### src/rtl/day7_pkg.sv
// Shared definitions for the Day 7 manifold map loader.
//   MAP_HEIGHT / MAP_WIDTH / MAP_MIDDLE : default grid geometry
//   CH_*                                : ASCII codes recognised in puzzle text
//   err_code_t                          : abort reasons reported on err_code
//   load_state_t                        : loader FSM state encoding
package day7_pkg;

  localparam int MAP_HEIGHT = 141;
  localparam int MAP_WIDTH  = 141;
  localparam int MAP_MIDDLE = 70;

  localparam logic [7:0] CH_DOT   = 8'h2E;  // '.' empty cell
  localparam logic [7:0] CH_SPLIT = 8'h5E;  // '^' splitter
  localparam logic [7:0] CH_SRC   = 8'h53;  // 'S' beam source
  localparam logic [7:0] CH_LF    = 8'h0A;  // '\n' end of line
  localparam logic [7:0] CH_CR    = 8'h0D;  // '\r' ignored

  typedef enum logic [2:0] {
    ERR_NONE       = 3'd0,
    ERR_BAD_CHAR   = 3'd1,
    ERR_LONG_LINE  = 3'd2,
    ERR_SHORT_LINE = 3'd3,
    ERR_DUP_SRC    = 3'd4,
    ERR_NO_SRC     = 3'd5
  } err_code_t;

  typedef enum logic [2:0] {
    ST_IDLE   = 3'd0,
    ST_LOAD   = 3'd1,
    ST_FINISH = 3'd2,
    ST_DONE   = 3'd3,
    ST_ERROR  = 3'd4
  } load_state_t;

endpackage

### src/rtl/day7_map_loader_if.sv
// Byte-stream handshake between the text front end and the map loader.
//   in_data  : ASCII byte
//   in_valid : byte present
//   in_ready : consumer accepts the byte when in_valid && in_ready
// master = byte source, slave = loader.
interface day7_map_loader_if;

  logic [7:0] in_data;
  logic       in_valid;
  logic       in_ready;

  modport master (
    output in_data,
    output in_valid,
    input  in_ready
  );

  modport slave (
    input  in_data,
    input  in_valid,
    output in_ready
  );

endinterface

### src/rtl/day7_char_decode.sv
// Combinational classifier for one byte of puzzle text.
//   ch        : ASCII byte
//   is_cell   : '.', '^' or 'S' (occupies one grid column)
//   cell_bit  : map bit for the cell (1 only for '^')
//   is_src    : 'S'
//   is_eol    : '\n'
//   is_ignore : '\r'
//   is_bad    : anything else
module day7_char_decode
  import day7_pkg::*;
(
  input  logic [7:0] ch,
  output logic       is_cell,
  output logic       cell_bit,
  output logic       is_src,
  output logic       is_eol,
  output logic       is_ignore,
  output logic       is_bad
);

  always_comb begin
    is_src    = (ch == CH_SRC);
    cell_bit  = (ch == CH_SPLIT);
    is_cell   = (ch == CH_DOT) || (ch == CH_SPLIT) || (ch == CH_SRC);
    is_eol    = (ch == CH_LF);
    is_ignore = (ch == CH_CR);
    is_bad    = !((ch == CH_DOT) || (ch == CH_SPLIT) || (ch == CH_SRC) ||
                  (ch == CH_LF)  || (ch == CH_CR));
  end

endmodule

### src/rtl/day7_map_loader.sv
// Streaming loader for the Day 7 manifold grid. Parses ASCII text one byte
// per handshake and writes each completed row into the solver's map RAM.
//   clk, rst   : clock, asynchronous active-high reset
//   start      : one-cycle pulse, begins or restarts a load
//   byte_in    : byte stream (in_data / in_valid / in_ready), slave side
//   wr_en      : one-cycle map write strobe
//   wr_row     : row index of the write
//   wr_data    : row image, column c at bit WIDTH-1-c, '^' = 1
//   start_col  : column of 'S' (valid when done)
//   start_row  : row of 'S' (valid when done)
//   done       : sticky, all rows written and exactly one 'S' seen
//   error      : sticky, load aborted
//   err_code   : abort reason (see err_code_t)
module day7_map_loader
  import day7_pkg::*;
#(
  parameter int HEIGHT = MAP_HEIGHT,
  parameter int WIDTH  = MAP_WIDTH,
  parameter int ROW_W  = $clog2(HEIGHT),
  parameter int COL_W  = $clog2(WIDTH + 1)
) (
  input  logic                 clk,
  input  logic                 rst,
  input  logic                 start,
  day7_map_loader_if.slave     byte_in,
  output logic                 wr_en,
  output logic [ROW_W-1:0]     wr_row,
  output logic [WIDTH-1:0]     wr_data,
  output logic [COL_W-1:0]     start_col,
  output logic [ROW_W-1:0]     start_row,
  output logic                 done,
  output logic                 error,
  output logic [2:0]           err_code
);

  load_state_t state_q, state_d;
  err_code_t   err_q, err_d;

  logic [COL_W-1:0] col_q;
  logic [ROW_W-1:0] row_q;
  logic [WIDTH-1:0] row_buf_q;
  logic             src_seen_q;

  logic is_cell, cell_bit, is_src, is_eol, is_ignore, is_bad;
  logic col_full, last_row;
  logic do_cell, do_write;
  logic [WIDTH-1:0] cell_mask, row_buf_upd;

  day7_char_decode u_decode (
    .ch        (byte_in.in_data),
    .is_cell   (is_cell),
    .cell_bit  (cell_bit),
    .is_src    (is_src),
    .is_eol    (is_eol),
    .is_ignore (is_ignore),
    .is_bad    (is_bad)
  );

  assign col_full = (col_q == COL_W'(WIDTH));
  assign last_row = (row_q == ROW_W'(HEIGHT - 1));

  // Status is decoded from the state register so done/error stay sticky
  // exactly as long as the FSM sits in DONE/ERROR.
  assign byte_in.in_ready = (state_q == ST_LOAD);
  assign done             = (state_q == ST_DONE);
  assign error            = (state_q == ST_ERROR);
  assign err_code         = err_q;

  // One-hot column select: text column c lands on bit WIDTH-1-c.
  always_comb begin
    cell_mask = '0;
    for (int unsigned c = 0; c < WIDTH; c++) begin
      cell_mask[WIDTH-1-c] = (col_q == COL_W'(c));
    end
    row_buf_upd = cell_bit ? (row_buf_q | cell_mask) : (row_buf_q & ~cell_mask);
  end

  always_ff @(posedge clk or posedge rst) begin
    if (rst) state_q <= ST_IDLE;
    else     state_q <= state_d;
  end

  // Next state, abort code and datapath strobes. Bytes are only acted on in
  // LOAD; start overrides any byte presented on the same cycle.
  always_comb begin
    state_d  = state_q;
    err_d    = err_q;
    do_cell  = 1'b0;
    do_write = 1'b0;
    if (start) begin
      state_d = ST_LOAD;
      err_d   = ERR_NONE;
    end else begin
      case (state_q)
        ST_LOAD: begin
          if (byte_in.in_valid) begin
            if (is_cell) begin
              if (col_full) begin
                state_d = ST_ERROR;
                err_d   = ERR_LONG_LINE;
              end else if (is_src && src_seen_q) begin
                state_d = ST_ERROR;
                err_d   = ERR_DUP_SRC;
              end else begin
                do_cell = 1'b1;
              end
            end else if (is_eol) begin
              if (col_full) begin
                do_write = 1'b1;
                if (last_row) state_d = ST_FINISH;
              end else if (col_q != '0) begin
                state_d = ST_ERROR;
                err_d   = ERR_SHORT_LINE;
              end
            end else if (is_bad) begin
              state_d = ST_ERROR;
              err_d   = ERR_BAD_CHAR;
            end else if (is_ignore) begin
              state_d = ST_LOAD;
            end
          end
        end
        ST_FINISH: begin
          if (src_seen_q) begin
            state_d = ST_DONE;
          end else begin
            state_d = ST_ERROR;
            err_d   = ERR_NO_SRC;
          end
        end
        default: ;
      endcase
    end
  end

  always_ff @(posedge clk or posedge rst) begin
    if (rst) begin
      err_q      <= ERR_NONE;
      col_q      <= '0;
      row_q      <= '0;
      row_buf_q  <= '0;
      src_seen_q <= 1'b0;
      start_col  <= '0;
      start_row  <= '0;
      wr_en      <= 1'b0;
      wr_row     <= '0;
      wr_data    <= '0;
    end else begin
      err_q <= err_d;
      wr_en <= 1'b0;
      if (start) begin
        col_q      <= '0;
        row_q      <= '0;
        row_buf_q  <= '0;
        src_seen_q <= 1'b0;
        start_col  <= '0;
        start_row  <= '0;
      end else begin
        if (do_cell) begin
          row_buf_q <= row_buf_upd;
          col_q     <= col_q + COL_W'(1);
          if (is_src) begin
            src_seen_q <= 1'b1;
            start_col  <= col_q;
            start_row  <= row_q;
          end
        end
        // The write is registered on the '\n' handshake itself, so a later
        // abort can never retract it and a faulty row never reaches here.
        if (do_write) begin
          wr_en     <= 1'b1;
          wr_row    <= row_q;
          wr_data   <= row_buf_q;
          col_q     <= '0;
          row_buf_q <= '0;
          if (!last_row) row_q <= row_q + ROW_W'(1);
        end
      end
    end
  end

endmodule

### src/flat_wrapper.sv
// flat-port wrapper written by rule: the top's interface ports become plain ports
module day7_map_loader_flat import day7_pkg::*;
#(
  parameter int HEIGHT = MAP_HEIGHT,
  parameter int WIDTH  = MAP_WIDTH,
  parameter int ROW_W  = $clog2(HEIGHT),
  parameter int COL_W  = $clog2(WIDTH + 1)
)
  (clk, rst, start, wr_en, wr_row, wr_data, start_col, start_row, done, error, err_code, byte_in_in_data, byte_in_in_valid, byte_in_in_ready);
  day7_map_loader_if byte_in_i ();
  input  logic clk;
  input  logic rst;
  input  logic start;
  output logic wr_en;
  output logic [ROW_W-1:0] wr_row;
  output logic [WIDTH-1:0] wr_data;
  output logic [COL_W-1:0] start_col;
  output logic [ROW_W-1:0] start_row;
  output logic done;
  output logic error;
  output logic [2:0] err_code;
  input wire logic [$bits(byte_in_i.in_data)-1:0] byte_in_in_data;
  input wire logic [$bits(byte_in_i.in_valid)-1:0] byte_in_in_valid;
  output wire logic [$bits(byte_in_i.in_ready)-1:0] byte_in_in_ready;
  assign byte_in_i.in_data = byte_in_in_data;
  assign byte_in_i.in_valid = byte_in_in_valid;
  assign byte_in_in_ready = byte_in_i.in_ready;
  day7_map_loader #(.HEIGHT(HEIGHT), .WIDTH(WIDTH), .ROW_W(ROW_W), .COL_W(COL_W)) u_core (.clk(clk), .rst(rst), .start(start), .byte_in(byte_in_i), .wr_en(wr_en), .wr_row(wr_row), .wr_data(wr_data), .start_col(start_col), .start_row(start_row), .done(done), .error(error), .err_code(err_code));
endmodule
### config.mk
export PLATFORM = sky130hd
export DESIGN_NAME = day7_map_loader_flat
export DESIGN_NICKNAME = d
export VERILOG_FILES = /design/src/rtl/day7_pkg.sv /design/src/rtl/day7_map_loader_if.sv /design/src/rtl/day7_char_decode.sv /design/src/rtl/day7_map_loader.sv /design/src/flat_wrapper.sv
export SDC_FILE = /design/constraint.sdc
export NUM_CORES = 1
export LEC_CHECK = 0
export CORE_MARGIN = 5
export CORE_UTILIZATION = 50
export DETAILED_ROUTE_END_ITERATION = 10
export PLACE_DENSITY = 0.77
export SYNTH_ARGS = -nofsm -noshare
export SYNTH_HDL_FRONTEND = slang
export SYNTH_SLANG_ARGS = --single-unit
export TNS_END_PERCENT = 1
### constraint.sdc
create_clock -name clk -period 18.3 [get_ports clk]
set_input_delay 3.66 -clock clk [delete_from_list [all_inputs] [get_ports clk]]
set_output_delay 3.66 -clock clk [all_outputs]
set_load 0.02 [all_outputs]
# After elaboration in Yosys (flattened, before gate mapping)
# Index checks and enable logic that the tools add are counted.
# totals
out_inout_bits,172
register_bits,330
elab_cells,251
input_bits,12
# op_classes
n_reduce_logical,17
n_bitwise,4
add_sub_neg,2
eq_ne,161
muxes,56
# ops
operator,count
141-bit 2-to-1 mux,4
"8-bit by 7-bit equality test with 1-bit output, second input constant",66
"8-bit by 6-bit equality test with 1-bit output, second input constant",33
141-bit bitwise AND,1
141-bit NOT,1
141-bit bitwise OR,1
"8-bit by 5-bit equality test with 1-bit output, second input constant",16
"8-bit equality test, second input constant",15
8-bit 2-to-1 mux,12
"8-bit by 4-bit equality test with 1-bit output, second input constant",10
3-bit 2-to-1 mux,21
"8-bit by 3-bit equality test with 1-bit output, second input constant",4
1-bit 2-to-1 mux,17
"8-bit by 1-bit adder with 8-bit output, second input constant",2
"8-bit by 2-bit equality test with 1-bit output, second input constant",2
"6-bit by 5-bit inequality test with 1-bit output, second input constant",2
3-bit one-hot mux with 2 select lines,2
"5-bit by 4-bit inequality test with 1-bit output, second input constant",2
"8-bit by 1-bit equality test with 1-bit output, second input constant",1
8-bit zero test,1
8-bit nonzero test,1
7-bit AND reduction,1
"3-bit by 2-bit equality test with 1-bit output, second input constant",2
"3-bit inequality test, second input constant",2
other kinds (13),21

# Depth between registers and ports, before layout
# depth
depth_word,11
ltp_mapped,12
ltp_nobuf,8

# Modules after synthesis
# From an unflattened synthesis, not the netlist that was laid out.
# hier_totals
hier_cells,1553
area_unflattened_um2,14142.3
# by_module_without_submodules
mod,n_inst,seq_area_each_um2,area_per_inst_um2,cells_each
day7_map_loader,1,8257.9,14007.2,1533
day7_char_decode,1,0.0,135.1,20

# Least setup slack after synthesis
# No wires, ideal clock.
# synth_timing
path_type,input -> register
from,input byte_in_in_data[5]
to,register u_core.wr_data[10]
cell_stages,7
arrival_time_ns,5.370
required_ns,18.175
setup_slack_ns,12.805
n_path_buf,3
setup_time_ns,0.125
cell_sequence,or4_4 -> nand4bb_1 -> buf_4 -> nor2_4 -> buf_2 -> buf_4 -> mux2_2
# synth_via
elab_chain_cells,8
elab_cells_between_ends,12
cone_classes,4 x eq/ne; 5 x mux; 3 x reduce/logical
# synth_rtl
element,line,source
"start, declared",flat_wrapper.sv:22,input wire logic [$bits(byte_in_i.in_data)-1:0] byte_in_in_data;
8-bit by 6-bit equality test with 1-bit output or 8-bit by 7-bit equality test with 1-bit output (tied branches),day7_char_decode.sv:24,is_cell = (ch == CH_DOT) || (ch == CH_SPLIT) || (ch == CH_SRC);
1-bit logical OR (2 in series),day7_char_decode.sv:24,
1-bit 2-to-1 mux *,day7_map_loader.sv:97,if (is_cell) begin
1-bit 2-to-1 mux *,day7_map_loader.sv:96,if (byte_in.in_valid) begin
1-bit 2-to-1 mux *,day7_map_loader.sv:94,case (state_q)
1-bit 2-to-1 mux *,day7_map_loader.sv:90,if (start) begin
2-bit AND reduction (no source line) *,--,
"end signal, assigned",day7_map_loader.sv:173,wr_data <= row_buf_q;
"end, declared",day7_map_loader.sv:28,"output logic [WIDTH-1:0] wr_data,"
# Every way passes the cells marked *; elsewhere a longest branch is shown, timed or not.
# A chain may end at the register's enable or synchronous reset.

# Worst setup path after layout
# layout_timing
from,input byte_in_in_data[5]
to,register u_core.wr_data[20]
# Same word-level chain as after synthesis.

==> metrics <==
Worst Hold Class=reg -> reg; Skew-Pair Late Insertion Delay=0.50 ns; EDFF count, synth=0; GRT Util Overall=22.5%; Peak Freq=133 MHz; Synth warnings=0; global route overflow=0; Worst Clk Skew=0.0145 ns; Yosys cell types=64; final setup fails=0; Hold Path Depth=1; worst slack, placed=10.30 ns; register area share after synthesis=57.6%; final hold vios=0; clock root cell=clkbuf_16; post-CTS sizing=0; vias in the first global route=10541; R2R depth=8; CTS Hold Buffers Added=0; cell mode on critical path=buf_4; DRC violation count after routing=0; WL final=37.4 mm; main flop type after synthesis=dfrtp_1; Area growth syn-to-layout=22.5%; FP Rows=62; Placed Cells=1704; drt wl/cell=21.2 um; cts bufs inserted=34; fin cells=1765; Async SR Flop Fraction=100%; Reg2Reg Setup Slack=13.55 ns; Port Buffers=183; Ant. Diodes=0; pin count of the biggest net entering global routing=114; Critical Path Start Type=primary input; vias per cell=5.96; Starting Density=50.3%; Yosys top cell by area=dfrtp_1; Detail Placement HPWL=24.2 mm; # clock sinks=330; Reg2Reg Capture Point=u_core.wr_data[20]; Die Area=32200 um^2; Die Ht=179 um; CORE AREA=28500 um^2; share of the synthesized area in the top cell type=57.6%; WP data arrival=7.90 ns; Post-Synthesis Cells=1232; first-pass GRT wire length=59.4 mm; LEAKAGE=7.53 nW; post-CTS setup buffer count=0; crit-path cells=clkdlybuf4s50_1 -> or4_4 -> nand4bb_1 -> nor2_4 -> buf_4 -> buf_4 -> mux2_2; type of destination of the critical path=register; Slowest-stage cell, CP=buf_4; Bufs on Longest Clock Path=3; FILL cells=2287; Antenna Violating Nets Remaining=0; required time worst endpoint=18.67 ns; share of layout cells above drive strength 1=17.7%; Tcrit/Tclk final=41.1%; Post-Syn Nets=1250; antenna violations before repair=0; RSZ-0062 raised after global routing=no; # IOs=184; max incr delay on CP=0.92 ns; WP buf/inv=3; Area contributors post-synth=dfrtp_1, mux2_2, o31ai_1, o211ai_1, nand2_1; TritonCTS clock tree=done; fin worst setup slack=10.77 ns; Max Slew Vio Count=0; Synth Cell Area=14300 um^2; cell family with most CP delay=buffers and inverters; crit path max fanout=80; Max-Cap Viols=0; Net count, final=1374; post-synthesis area per instance=11.6 um^2; via count=10518; WS Path Type=in -> reg; power per cell area=87.9 nW/um^2; Setup TNS=0 ns; outcome=finished clean; Final Critical Period=7.53 ns; worst-margin pin slew=1.25 ns; worst r2r src=u_core.col_q[1]; Iter 0 DRT Violations=1169; Synth Register Bits=330; clock-pin slew on the worst setup and hold paths=0.06 ns; H-Tree Depth=2; Placer Congestion=0.878; total power=1.54 mW; hold path endpoint=u_core.row_buf_q[72]; die width=179 um; drt pass-1 iters=6; Hold Startpoint=u_core.row_buf_q[72]; maximum vdd drop=0.0544 mV; Levels on crit path=7; worst relative slew slack=16.1%
-- through the flow --
step | cell area [um^2] | hold WS [ns] | utilization [%]
6_report | 17600 | 0.500 | 61.6
5_1_grt | 17600 | 0.516 | 61.6
4_1_cts | 17600 | 0.499 | 61.6
3_5_place_dp | 16300 | 0.489 | 57.1
3_3_place_gp | 16300 | 0.487 | 57.1
2_1_floorplan | 14300 | 0.466 | -
-- flip-flops by register name, summed over array words and instances, names as in the netlist, 3 cells and up --
register	count
u_core.wr_row	8
u_core.err_code	3
u_core.start_row	8
u_core.col_q	8
u_core.start_col	8
u_core.wr_data	141
u_core.state_q	3
u_core.row_buf_q	141
u_core.row_q	8
-- worst register-to-register path, stage by stage (launching register included) --
cell	delay [ns]
dfrtp_1	0.47
inv_1	0.13
ha_1	0.34
and3_1	0.46
nand4bb_1	0.47
nor2_4	0.65
buf_4	0.93
buf_4	0.72
mux2_2	0.44
-- final cells by class --
type,instances,area [um^2],area share [%]
multi-input cells,744,5430,30.9
clock inverters,7,185,1.05
inverters,49,191,1.09
clock buffers,54,1090,6.20
repair buffers,197,1940,11.0
flip-flops and latches,330,8260,47.0
well taps,384,480,2.73
-- report_power, final --
group          switching, mW  total, mW  internal [mW]
logic                 0.0292     0.0390        0.00978
clock network          0.282      0.775          0.493
registers           0.000892      0.731          0.730
-- cells by family after synthesis --
family                     Yosys count  share of synthesized area (%)
buffers and inverters              158                           4.81
and+or+nand+nor                    235                           8.58
adders and majority gates            6                          0.523
xor gates and xnor gates             8                          0.488
muxes                              161                           12.6
DFF                                330                           57.6
AOI/OAI and AO/OA                  334                           15.5
-- cell usage in the layout, fill, tap and decap left out, types with 6 or more instances in the layout --
cell             count
nor2_1              21
clkbuf_16           37
or3_1               10
nand3_1             21
nor3_1              11
o31ai_1             67
o21ai_0             44
dfrtp_1            330
bufinv_16            6
clkbuf_1             7
o22ai_1             40
a2111oi_0           18
buf_4               14
and3_1               7
nand2_1            102
nand4_1              9
mux2i_1              6
inv_1               48
mux2_2             155
ha_1                 6
and2_1              14
o211ai_1            64
a21oi_1             76
clkbuf_8            10
clkdlybuf4s50_1    183
-- cells in the mapped netlist (all sizes together), types with 5 or more instances --
| cell | n |
|---|---|
| dfrtp | 330 |
| mux2 | 155 |
| nand2 | 103 |
| a21oi | 76 |
| o31ai | 67 |
| o211ai | 64 |
| clkbuf | 62 |
| inv | 49 |
| o21ai | 48 |
| buf | 47 |
| o22ai | 40 |
| nand3 | 22 |
| nor2 | 22 |
| a2111oi | 18 |
| and2 | 14 |
| nor3 | 13 |
| nand4 | 10 |
| or3 | 10 |
| and3 | 7 |
| ha | 6 |
| mux2i | 6 |
| nor4 | 5 |
| o221a | 5 |
-- worst max path at each step --
stage / startpoint / endpoint / slack (ns)
6_report: byte_in_in_data[5] / u_core.wr_data[20] / 10.77
5_1_grt: byte_in_in_data[5] / u_core.wr_data[20] / 10.53
4_1_cts: byte_in_in_data[5] / u_core.wr_data[20] / 10.80
3_5_place_dp: byte_in_in_data[5] / u_core.wr_data[20] / 10.30
3_3_place_gp: byte_in_in_data[5] / u_core.wr_data[80] / 10.41
2_1_floorplan: rst / u_core.col_q[0] / 5.50
-- layer usage --
layer | up-vias | routed length, um | GRT usage [%]
li1 | 4731 | - | -
met3 | 79 | 2530 | 4.10
met4 | 0 | 1050 | 7.01
met1 | 5280 | 15700 | 30.9
met5 | - | 0 | 0
met2 | 428 | 18100 | 36.7
No activity file was read; power rests on OpenSTA's default activity.
